$ cat src/rtl/revo_frame9_tracker.sv
// revo_frame9_tracker: locks a flywheel bunch/revolution counter to the decoded revo marker
// and produces frame/frame9 strobes, a lock flag and a saturating error tally.
module revo_frame9_tracker #(
    parameter int REVOLUTION_CLOCKS = 1280,
    parameter int FRAMES_PER_FRAME9 = 9,
    parameter int LOCK_COUNT        = 4,
    parameter int MISS_TOLERANCE    = 2
) (
    input  logic        clock,
    input  logic        reset_n,
    input  logic        revo_in,
    input  logic        clear_errors,
    output logic [10:0] bunch_count,
    output logic [3:0]  revolution_index,
    output logic        frame,
    output logic        frame9,
    output logic        locked,
    output logic [7:0]  error_count
);
    typedef enum logic [1:0] {HUNT, VERIFY, LOCKED} state_t;
    state_t state, state_n;
    logic revo_prev, rise, w, aligned, misaligned, load, err_inc, rev_bad, rev_bad_n;
    logic [7:0] good, good_n, bad, bad_n;
    logic [10:0] bc_n;
    logic [3:0] ri_n;
    always_comb begin
        rise       = revo_in & ~revo_prev;
        w          = bunch_count == 11'(REVOLUTION_CLOCKS - 1);
        aligned    = rise & w;
        misaligned = rise & ~w;
        state_n    = state;
        good_n     = good;
        bad_n      = bad;
        rev_bad_n  = 1'b0;
        load       = 1'b0;
        err_inc    = 1'b0;
        case (state)
            HUNT: if (rise) begin
                load    = 1'b1;
                good_n  = 8'd1;
                state_n = VERIFY;
            end
            VERIFY: if (aligned) begin
                good_n = good + 8'd1;
                if (good_n == 8'(LOCK_COUNT)) begin
                    state_n = LOCKED;
                    bad_n   = 8'd0;
                end
            end else if (misaligned) begin
                err_inc = 1'b1;
                load    = 1'b1;
                good_n  = 8'd1;
            end else if (w) begin
                err_inc = 1'b1;
                good_n  = 8'd0;
                state_n = HUNT;
            end
            LOCKED: begin
                // flywheel: misaligned edges only taint the revolution, never realign
                err_inc   = misaligned | (w & ~rise);
                rev_bad_n = rev_bad | misaligned;
                if (w) begin
                    rev_bad_n = 1'b0;
                    if (rev_bad | ~rise) begin
                        bad_n = bad + 8'd1;
                        if (bad_n == 8'(MISS_TOLERANCE)) begin
                            state_n = HUNT;
                            good_n  = 8'd0;
                        end
                    end else begin
                        bad_n = 8'd0;
                    end
                end
            end
            default: state_n = HUNT;
        endcase
        bc_n = (load | w) ? 11'd0 : bunch_count + 11'd1;
        ri_n = load ? 4'd0 :
               w ? (revolution_index == 4'(FRAMES_PER_FRAME9 - 1) ? 4'd0 : revolution_index + 4'd1) :
               revolution_index;
    end
    always_ff @(posedge clock or negedge reset_n) begin
        if (!reset_n) begin
            state            <= HUNT;
            revo_prev        <= 1'b0;
            good             <= 8'd0;
            bad              <= 8'd0;
            rev_bad          <= 1'b0;
            bunch_count      <= 11'd0;
            revolution_index <= 4'd0;
            frame            <= 1'b0;
            frame9           <= 1'b0;
            error_count      <= 8'd0;
        end else begin
            state            <= state_n;
            revo_prev        <= revo_in;
            good             <= good_n;
            bad              <= bad_n;
            rev_bad          <= rev_bad_n;
            bunch_count      <= bc_n;
            revolution_index <= ri_n;
            frame            <= (state_n == LOCKED) && (bc_n == 11'd0);
            frame9           <= (state_n == LOCKED) && (bc_n == 11'd0) && (ri_n == 4'd0);
            error_count      <= clear_errors ? 8'd0 :
                                (err_inc && error_count != 8'hff) ? error_count + 8'd1 : error_count;
        end
    end
    assign locked = state == LOCKED;
endmodule

$ cat config.mk
export PLATFORM = sky130hd
export DESIGN_NAME = revo_frame9_tracker
export DESIGN_NICKNAME = d
export VERILOG_FILES = /design/src/rtl/revo_frame9_tracker.sv
export SDC_FILE = /design/constraint.sdc
export NUM_CORES = 1
export LEC_CHECK = 0
export BUFFER_PORTS_ARGS = -buffer_cell sky130_fd_sc_hd__buf_2
export CAP_MARGIN = 5
export CORE_ASPECT_RATIO = 2
export CORE_MARGIN = 2
export CORE_UTILIZATION = 46
export CTS_BUF_LIST = sky130_fd_sc_hd__clkbuf_16
export DETAILED_ROUTE_END_ITERATION = 10
export PLACE_DENSITY = 0.65
export SLEW_MARGIN = 10
export SYNTH_ARGS = -nofsm -noshare
export SYNTH_HDL_FRONTEND = slang
export SYNTH_SLANG_ARGS = --single-unit
$ cat constraint.sdc
create_clock -name clock -period 3.9 [get_ports clock]
set_clock_uncertainty 0.2 [all_clocks]
set_input_delay 0.39 -clock clock [delete_from_list [all_inputs] [get_ports clock]]
set_output_delay 0.39 -clock clock [all_outputs]
set_load 0.1 [all_outputs]
==> results of run 1 <==
## routing by layer
metal	part of all wire (%)	wire length (µm)
met3	3.0	178
met4	2.9	172
met2	55	3260
met1	39	2330
met5	0	0
## through the flow
step | util (%) | power [mW] | hold slack, ns | std cells
final | 53.2 | 1.43 | 0.0295 | 378
after global routing | 53.2 | 1.50 | 0.0260 | 378
after CTS | 52.7 | 1.44 | 0.0202 | 376
after detailed placement | 50.2 | 1.03 | 0.265 | 368
after global placement | 50.2 | 1.03 | 0.265 | 368
after floorplan | - | 0.930 | -0.106 | 291
## state kept, by name (all words and copies together), names as in the netlist
| name | cells |
|---|---|
| bunch_count | 11 |
| bad | 8 |
| frame9 | 1 |
| error_count | 8 |
| state | 2 |
| good | 8 |
| revo_prev | 1 |
| frame | 1 |
| rev_bad | 1 |
| revolution_index | 4 |
## worst paths after layout
path	depth (start not counted)	start	slack, ns	to
hold / removal	1	revo_in	0.03	revo_prev
min in group asynchronous	1	reset_n	0.07	bad[3]
max in group asynchronous	1	reset_n	2.73	bunch_count[4]
setup reg to reg	13	bunch_count[1]	0.46	bad[3]
setup / recovery	13	bunch_count[1]	0.46	bad[3]
hold reg to reg	1	good[7]	0.27	good[7]
## timing repair
item | CTS | global route
buffers inserted | 0 | 2
setup endpoints to repair | 0 | 7
hold endpoints to repair | 0 | 0
## cells by family after synthesis
kind of cell               count (synthesis)  share of synthesized area [%]
xor gates and xnor gates                  20                           6.56
DFF                                       45                           42.2
and+or+nand+nor                          114                           21.6
AOI/OAI and AO/OA                         68                           17.7
buffers and inverters                     27                           4.31
adders and majority gates                 14                           6.56
muxes                                      3                           1.13
## worst reg2reg max path: stages, from the launching register on
cell,delay (ns)
dfrtp_2,0.42
ha_1,0.22
nand3_1,0.14
or3_1,0.41
inv_1,0.19
ha_1,0.27
or4bb_1,0.44
o21ai_0,0.32
nand4_1,0.16
buf_4,0.21
buf_12,0.13
nor2b_1,0.09
o21ai_0,0.08
o31ai_1,0.09
## where the power goes
| part | switching, mW | total, mW | internal [mW] |
|---|---|---|---|
| Sequential | 0.0544 | 0.559 | 0.505 |
| Combinational | 0.343 | 0.464 | 0.120 |
| Clock | 0.171 | 0.404 | 0.233 |
| Total | 0.569 | 1.43 | 0.858 |
## layout by cell type (no fill, tap or decap), types with 8 or more instances in the layout
master,Yosys,routed
nand3_1,15,15
inv_1,12,13
nand4_1,8,8
o21ai_0,23,23
nand2_1,16,16
dfrtp_1,45,39
xnor2_1,12,12
xor2_1,8,8
ha_1,14,14
buf_2,5,29
nor2_1,39,39
## area by class of cell
cell class	instances	area, µm²	area share, %
inverters	12	45.0	1.50
multi-input cells	219	1430	47.4
clock inverters	3	13.8	0.457
clock buffers	5	125	4.16
repair buffers	33	188	6.24
flip-flops and latches	45	1130	37.7
well taps	61	76.3	2.54
==> flow_summary.json, run 1 <==
{
  "seq_area_frac_synth_pct": 42.2,
  "synthTopCellsByCount": "dfrtp_1 (45), nor2_1 (39), o21ai_0 (23)",
  "hp-class": "primary input to flop",
  "post-place-ws_ns": 0.186,
  "critPathTopFamily": "simple AND/OR/NAND/NOR gates",
  "grt_use_met1_pct": 22.2,
  "ys_ff_latch": 45,
  "initial_utilization_pct": 47.1,
  "synth_nets": 309,
  "period_minus_slack_ns": 3.44,
  "grtUsageMet2_pct": 35.9,
  "die_w_um": 57.9,
  "rsz0062_at_grt": "no",
  "dpl_cell_area_um2": 2840,
  "fmax_mhz": 291,
  "period_share_pct": 88.3,
  "path_max_fanout": 8,
  "first_pass_iters": 4,
  "dieArea_um2": 6460,
  "avgViaCountPerCell": 5.80,
  "drtAntennaViolNets": 0,
  "grt_most_used_layer": "met2",
  "htree_levels": 2,
  "crit_path_start_kind": "flop",
  "p_leak_nw": 1.40,
  "first_global_vias": 2280,
  "cts_root_buf": "clkbuf_16",
  "overflow": 0,
  "cts.sinks": 45,
  "cts.path.max_buffers": 2,
  "path_class": "flop to flop",
  "yosys.area.top_type": "dfrtp_1",
  "syn_inst": 291,
  "cpMaxStageDelayCell": "or4bb_1",
  "vdd_drop_max_uv": 562,
  "slowest_delay_ns": 0.44,
  "synth_top_area_share_pct": 42.2,
  "drive_above_1_share_pct": 16.4,
  "grt_pass1_wl_um": 10300,
  "synth.most_common_cell": "dfrtp_1",
  "cp-end-kind": "flop",
  "antenna_found_initial": 0,
  "cp.required_ns": 3.90,
  "tightest_slew_ns": 1.02,
  "timing.slew.headroom_pct": 32.3,
  "cts_resized": 0,
  "tns_ns": 0,
  "io_pins": 30,
  "max_cap_viol_count": 0,
  "rows": 39,
  "avgSynthCellArea_um2": 9.17,
  "drc": 0,
  "fillers": 539,
  "gp_routability_congestion": 0.820,
  "core_um2": 5660,
  "path_clk_slew_ns": 0.06,
  "grt_use_met3_pct": 3.48,
  "worstPathCellList": "ha_1 > nand3_1 > or3_1 > inv_1 > ha_1 > or4bb_1 > o21ai_0 > nand4_1 > buf_4 > buf_12 > nor2b_1 > o21ai_0 > o31ai_1",
  "layout_setup_ws_ns": 0.458,
  "wire_per_inst_um": 15.7,
  "grt_max_degree": 46,
  "yosysUniqueCellTypes": 52,
  "status": "completed",
  "syn_to_final_growth_pct": 12.8,
  "die_y_um": 112,
  "drt_iter0_markers": 82,
  "wl_um": 5940,
  "numCtsBuffers": 5,
  "power.density_nw_per_um2": 474,
  "synth_edf_count": 0,
  "grt_usage_pct": 20.3,
  "hold_violations": 0,
  "num_vias": 2192,
  "diodes": 0,
  "clk-insertion-delay-late_ns": 0.29,
  "cts_tree": "built",
  "critPathBufInv": 3,
  "synth_ff_type": "dfrtp_1",
  "setup_violations": 0,
  "async_reset_ff_share_pct": 100,
  "yosys_warnings": 0,
  "cts_hold_buf": 0,
  "io_buffers": 29,
  "hpwl_um": 4280,
  "worstPathArrival_ns": 3.44,
  "syn_area_um2": 2670,
  "drv_slew": 0,
  "fin_nets": 334,
  "final_cell_area_um2": 3010,
  "synth.area.top_cells": "dfrtp_1 (42%), ha_1 (6.6%), nor2_1 (5.5%), o21ai_0 (4.3%), xnor2_1 (3.9%)"
}
(Power assumes the default switching activity.)
==> run 2, diff against run 1 <==
- RECOVER_POWER: default -> 25
==> run 2 against run 1 <==
  * The run now ends with capacitance limit, slew limit left
  * Die area stayed put
  * Via count up 0.23%
  * Final cell count is the same
  * Hold slack gained 0.0094 ns
  * Highest routed layer unchanged
  * Non-clock buffer count stayed put
  * Critical path depth is the same
  * Combinational power about the same
  * Sequential power about the same
  * Clock power hardly changed
  * Setup slack improved by 0.0016 ns
  * Final area hardly changed
  * First-iteration DRC count grew 1.2%
==> flow_summary.json, run 2 (synthesis gave the netlist of run 1 again) <==
{
  "slowest_delay_ns": 0.44,
  "final_cell_area_um2": 3010,
  "diodes": 0,
  "timing.slew.headroom_pct": -62.4,
  "path_max_fanout": 8,
  "overflow": 0,
  "total_power_mw": 1.43,
  "grt_usage_pct": 20.3,
  "numCtsBuffers": 5,
  "largest_reg_flops": 11,
  "gp_routability_congestion": 0.820,
  "setup_violations": 0,
  "layout_common_cells": "nor2_1 (39), dfrtp_1 (39), buf_2 (27), o21ai_0 (23), nand2_1 (16)",
  "period_minus_slack_ns": 3.44,
  "grt_pass1_wl_um": 10300,
  "antenna_found_initial": 0,
  "cts_tree": "built",
  "path_clk_slew_ns": 0.06,
  "worstPathArrival_ns": 3.44,
  "hp-class": "primary input to flop",
  "rsz0062_at_grt": "no",
  "violations": "capacitance limit, slew limit",
  "regMostFlops": "bunch_count",
  "max_cap_viol_count": 1,
  "die_w_um": 57.9,
  "initial_utilization_pct": 47.1,
  "fillers": 541,
  "num_vias": 2197,
  "io_pins": 30,
  "cts_resized": 0,
  "rows": 39,
  "drv_slew": 46,
  "tightest_slew_ns": 2.44,
  "drt_iter0_markers": 83,
  "status": "finished with violations",
  "die_y_um": 112,
  "crit_start": "bunch_count[1]",
  "layout_setup_ws_ns": 0.459,
  "layoutNonFillerInstCount": 378,
  "drtAntennaViolNets": 0,
  "fmax_mhz": 291,
  "cp-end-kind": "flop",
  "avgViaCountPerCell": 5.81,
  "dieArea_um2": 6460,
  "worstPathCellList": "ha_1 > nand3_1 > or3_1 > inv_1 > ha_1 > or4bb_1 > o21ai_0 > nand4_1 > buf_4 > buf_12 > nor2b_1 > o21ai_0 > o31ai_1",
  "io_buffers": 29,
  "path_class": "flop to flop",
  "drc": 0,
  "grt_max_degree": 46,
  "power.density_nw_per_um2": 475,
  "cts.sinks": 45,
  "hold_violations": 0,
  "hpwl_um": 4280,
  "wire_per_inst_um": 15.7,
  "clk-insertion-delay-late_ns": 0.29,
  "crit-reg2reg-launch": "bunch_count[1]",
  "hp-start": "revo_in",
  "wl_um": 5950,
  "cts_root_buf": "clkbuf_16",
  "dp_cells": 368,
  "cts.path.max_buffers": 2,
  "tns_ns": 0,
  "first_global_vias": 2280,
  "dpl_cell_area_um2": 2840,
  "vdd_drop_max_uv": 562,
  "fin_nets": 334,
  "p_leak_nw": 1.39,
  "drive_above_1_share_pct": 15.8,
  "core_um2": 5660,
  "crit_path_start_kind": "flop",
  "cp.required_ns": 3.90,
  "post-place-ws_ns": 0.186,
  "holdWs_ns": 0.0389,
  "fin_util_pct": 53.1,
  "syn_to_final_growth_pct": 12.7,
  "first_pass_iters": 4,
  "period_share_pct": 88.2,
  "cpMaxStageDelayCell": "or4bb_1",
  "htree_levels": 2
}
-- run 2: changes by cell type in the layout (fill, tap and decap cells not counted) --
cell / change
buf_2: -2
clkbuf_1: +2
-- run 2: layout make-up --
class | count | area (µm²) | area share (%)
Timing Repair Buffer | 33 | 185 | 6.16
Tap cell | 61 | 76.3 | 2.54
Sequential cell | 45 | 1130 | 37.7
Clock inverter | 3 | 13.8 | 0.458
Clock buffer | 5 | 125 | 4.16
Inverter | 12 | 45.0 | 1.50
Multi-Input combinational cell | 219 | 1430 | 47.5
-- run 2: layer usage --
metal / GRT usage (%) / wire [µm] / vias up
li1: - / - / 1092
met2: 35.9 / 3250 / 36
met1: 22.2 / 2350 / 1055
met3: 3.48 / 168 / 14
met4: 10.7 / 172 / 0
met5: 0 / 0 / -
-- run 2: final timing paths --
kind                                   to  cells past startpoint  slack [ns]
setup / recovery                   bad[3]                     13        0.46
max in group asynchronous  bunch_count[4]                      1        1.29
min in group asynchronous          bad[3]                      1        0.64
hold reg to reg                   good[7]                      1        0.27
hold / removal                  revo_prev                      1        0.04
setup reg to reg                   bad[3]                     13        0.46
-- run 2: timing repair --
item	in CTS	in global routing
hold buffers	0	0
endpoints found under the setup margin	0	7
setup buffers	0	2
-- run 2: power breakdown --
part | leakage, nW | total (mW) | internal [mW] | switching, mW
Sequential | 0.609 | 0.559 | 0.505 | 0.0544
Clock | 0.0748 | 0.405 | 0.233 | 0.172
Combinational | 0.707 | 0.463 | 0.120 | 0.343
-- run 2: worst max-delay path, delay by kind of cell, from the launching register on --
| family | cells | cell delay, ns |
|---|---|---|
| AND/OR/NAND/NOR | 5 | 1.24 |
| flip-flops | 1 | 0.42 |
| AO/OA/AOI/OAI | 3 | 0.49 |
| buffers and inverters | 3 | 0.53 |
| adder cells (fa/ha/maj) | 2 | 0.48 |
==> run 3, diff against run 2 <==
- CORE_ASPECT_RATIO: 2 -> 1.2
- CTS_CLUSTER_DIAMETER: default -> 60
==> run 3 against run 2 <==
  * The run still ends with capacitance limit, slew limit left
  * Sequential power about the same
  * Die area down 0.54%
  * First-iteration DRC count up 46%
  * Clock power down 1%
  * Non-clock buffer count up 2
  * Power down 0.77%
  * Routed wire length down 8.1%
  * Critical path type unchanged
  * Largest cell class unchanged
==> flow_summary.json, run 3 (synthesis gave the netlist of run 1 again) <==
{
  "r2r_slack_ns": 0.49,
  "cts_resized": 0,
  "numCtsBuffers": 5,
  "setup_violations": 0,
  "worstPathCellList": "ha_1 > nand3_1 > or3_1 > inv_1 > ha_1 > or4bb_1 > o21ai_0 > nand4_1 > buf_4 > o41ai_1",
  "crit_start": "bunch_count[0]",
  "core_um2": 5630,
  "overflow": 0,
  "io_pins": 30,
  "cts_hold_buf": 0,
  "path_max_fanout": 12,
  "hold_violations": 0,
  "cts_setup_buffers": 0,
  "regMostFlops": "bunch_count",
  "cp-end-kind": "flop",
  "fin_util_pct": 53.5,
  "largest_reg_flops": 11,
  "fin_nets": 336,
  "drv_slew": 46,
  "vdd_drop_max_uv": 362,
  "drive_above_1_share_pct": 16.0,
  "clk-insertion-delay-late_ns": 0.28,
  "grt_pass1_wl_um": 9260,
  "syn_to_final_growth_pct": 12.8,
  "cts_root_buf": "clkbuf_16",
  "fillers": 541,
  "max_cap_viol_count": 1,
  "path_class": "flop to flop",
  "worstPathArrival_ns": 3.38,
  "cts.path.max_buffers": 2,
  "htree_levels": 2,
  "crit_path_start_kind": "flop",
  "rr_worst_depth": 10,
  "cts_tree": "built",
  "hp-class": "primary input to flop",
  "cp.depth": 10,
  "fmax_mhz": 293,
  "num_vias": 2201,
  "first_global_vias": 1967,
  "critPathBufInv": 2,
  "avgViaCountPerCell": 5.75,
  "period_share_pct": 87.5,
  "crit-reg2reg-launch": "bunch_count[0]",
  "drtAntennaViolNets": 0,
  "die_y_um": 87.4,
  "power.density_nw_per_um2": 470,
  "slowest_delay_ns": 0.45,
  "rows": 30,
  "tns_ns": 0,
  "cpMaxStageDelayCell": "or4bb_1",
  "wl_um": 5460,
  "status": "finished with violations",
  "initial_utilization_pct": 47.4,
  "antenna_found_initial": 0,
  "drc": 0,
  "hpwl_um": 3850,
  "critPathTopFamily": "simple AND/OR/NAND/NOR gates",
  "tightest_slew_ns": 2.38,
  "first_pass_iters": 4,
  "p_leak_nw": 1.39,
  "cts.sinks": 45,
  "critical_path.endpoint": "bad[7]",
  "grt_max_degree": 46,
  "reg2reg_to": "bad[7]",
  "holdWs_ns": 0.0404,
  "io_buffers": 29,
  "drt_iter0_markers": 121,
  "layout_common_cells": "nor2_1 (39), dfrtp_1 (39), buf_2 (28), o21ai_0 (23), nand2_1 (16)",
  "period_minus_slack_ns": 3.41,
  "path_clk_slew_ns": 0.06,
  "crit_top_cell": "ha_1",
  "timing.slew.headroom_pct": -58.4,
  "wire_per_inst_um": 14.3,
  "violations": "capacitance limit, slew limit",
  "gp_routability_congestion": 0.791,
  "rsz0062_at_grt": "no",
  "diodes": 0,
  "dieArea_um2": 6430,
  "die_w_um": 73.5,
  "grt_usage_pct": 18.4,
  "cp.required_ns": 3.87
}
[run 3: through the flow]
step | instance area [µm²] | setup WS [ns] | cells | total power, mW
floorplan | 2680 | 0.00204 | 291 | 0.930
global placement | 2850 | 0.310 | 372 | 1.02
detailed placement | 2850 | 0.180 | 372 | 1.03
CTS | 2990 | 0.157 | 380 | 1.43
global route | 3010 | 0.175 | 383 | 1.49
finish | 3010 | 0.488 | 383 | 1.42
[run 3: report_power, final]
part / total, mW / internal, mW / switching (mW)
Sequential: 0.557 / 0.505 / 0.0525
Combinational: 0.460 / 0.120 / 0.340
Clock: 0.399 / 0.232 / 0.167
Total: 1.42 / 0.857 / 0.559
[run 3: per-layer routing]
metal	GRT usage, %	wire [µm]	up-vias
met5	0	0	-
met4	6.61	74	0
met3	3.59	141	7
met2	29.8	2740	37
met1	24.4	2500	1062
li1	-	-	1095
[run 3: area by class of cell]
cell class / instances / area (µm²) / area share [%]
tap: 64 / 80.1 / 2.66
clock inverter: 3 / 15.0 / 0.499
multi-input combinational: 219 / 1430 / 47.4
clock buffer: 5 / 125 / 4.15
inverter: 12 / 45.0 / 1.50
sequential: 45 / 1130 / 37.6
timing repair buffer: 35 / 185 / 6.15
[run 3: worst min path at each step]
stage	startpoint	depth (start not counted)	endpoint
floorplan	reset_n	0	bad[0]
global placement	good[7]	1	good[7]
detailed placement	good[7]	1	good[7]
CTS	reset_n	2	good[5]
global route	revo_in	1	revo_prev
finish	revo_in	1	revo_prev
[run 3: worst register-to-register path: cells and delay by family (launching register included)]
kind / cells / cell delay, ns
AOI/OAI and AO/OA: 2 / 0.66
and+or+nand+nor: 4 / 1.16
buffers and inverters: 2 / 0.39
adders and majority gates: 2 / 0.48
DFF: 1 / 0.41
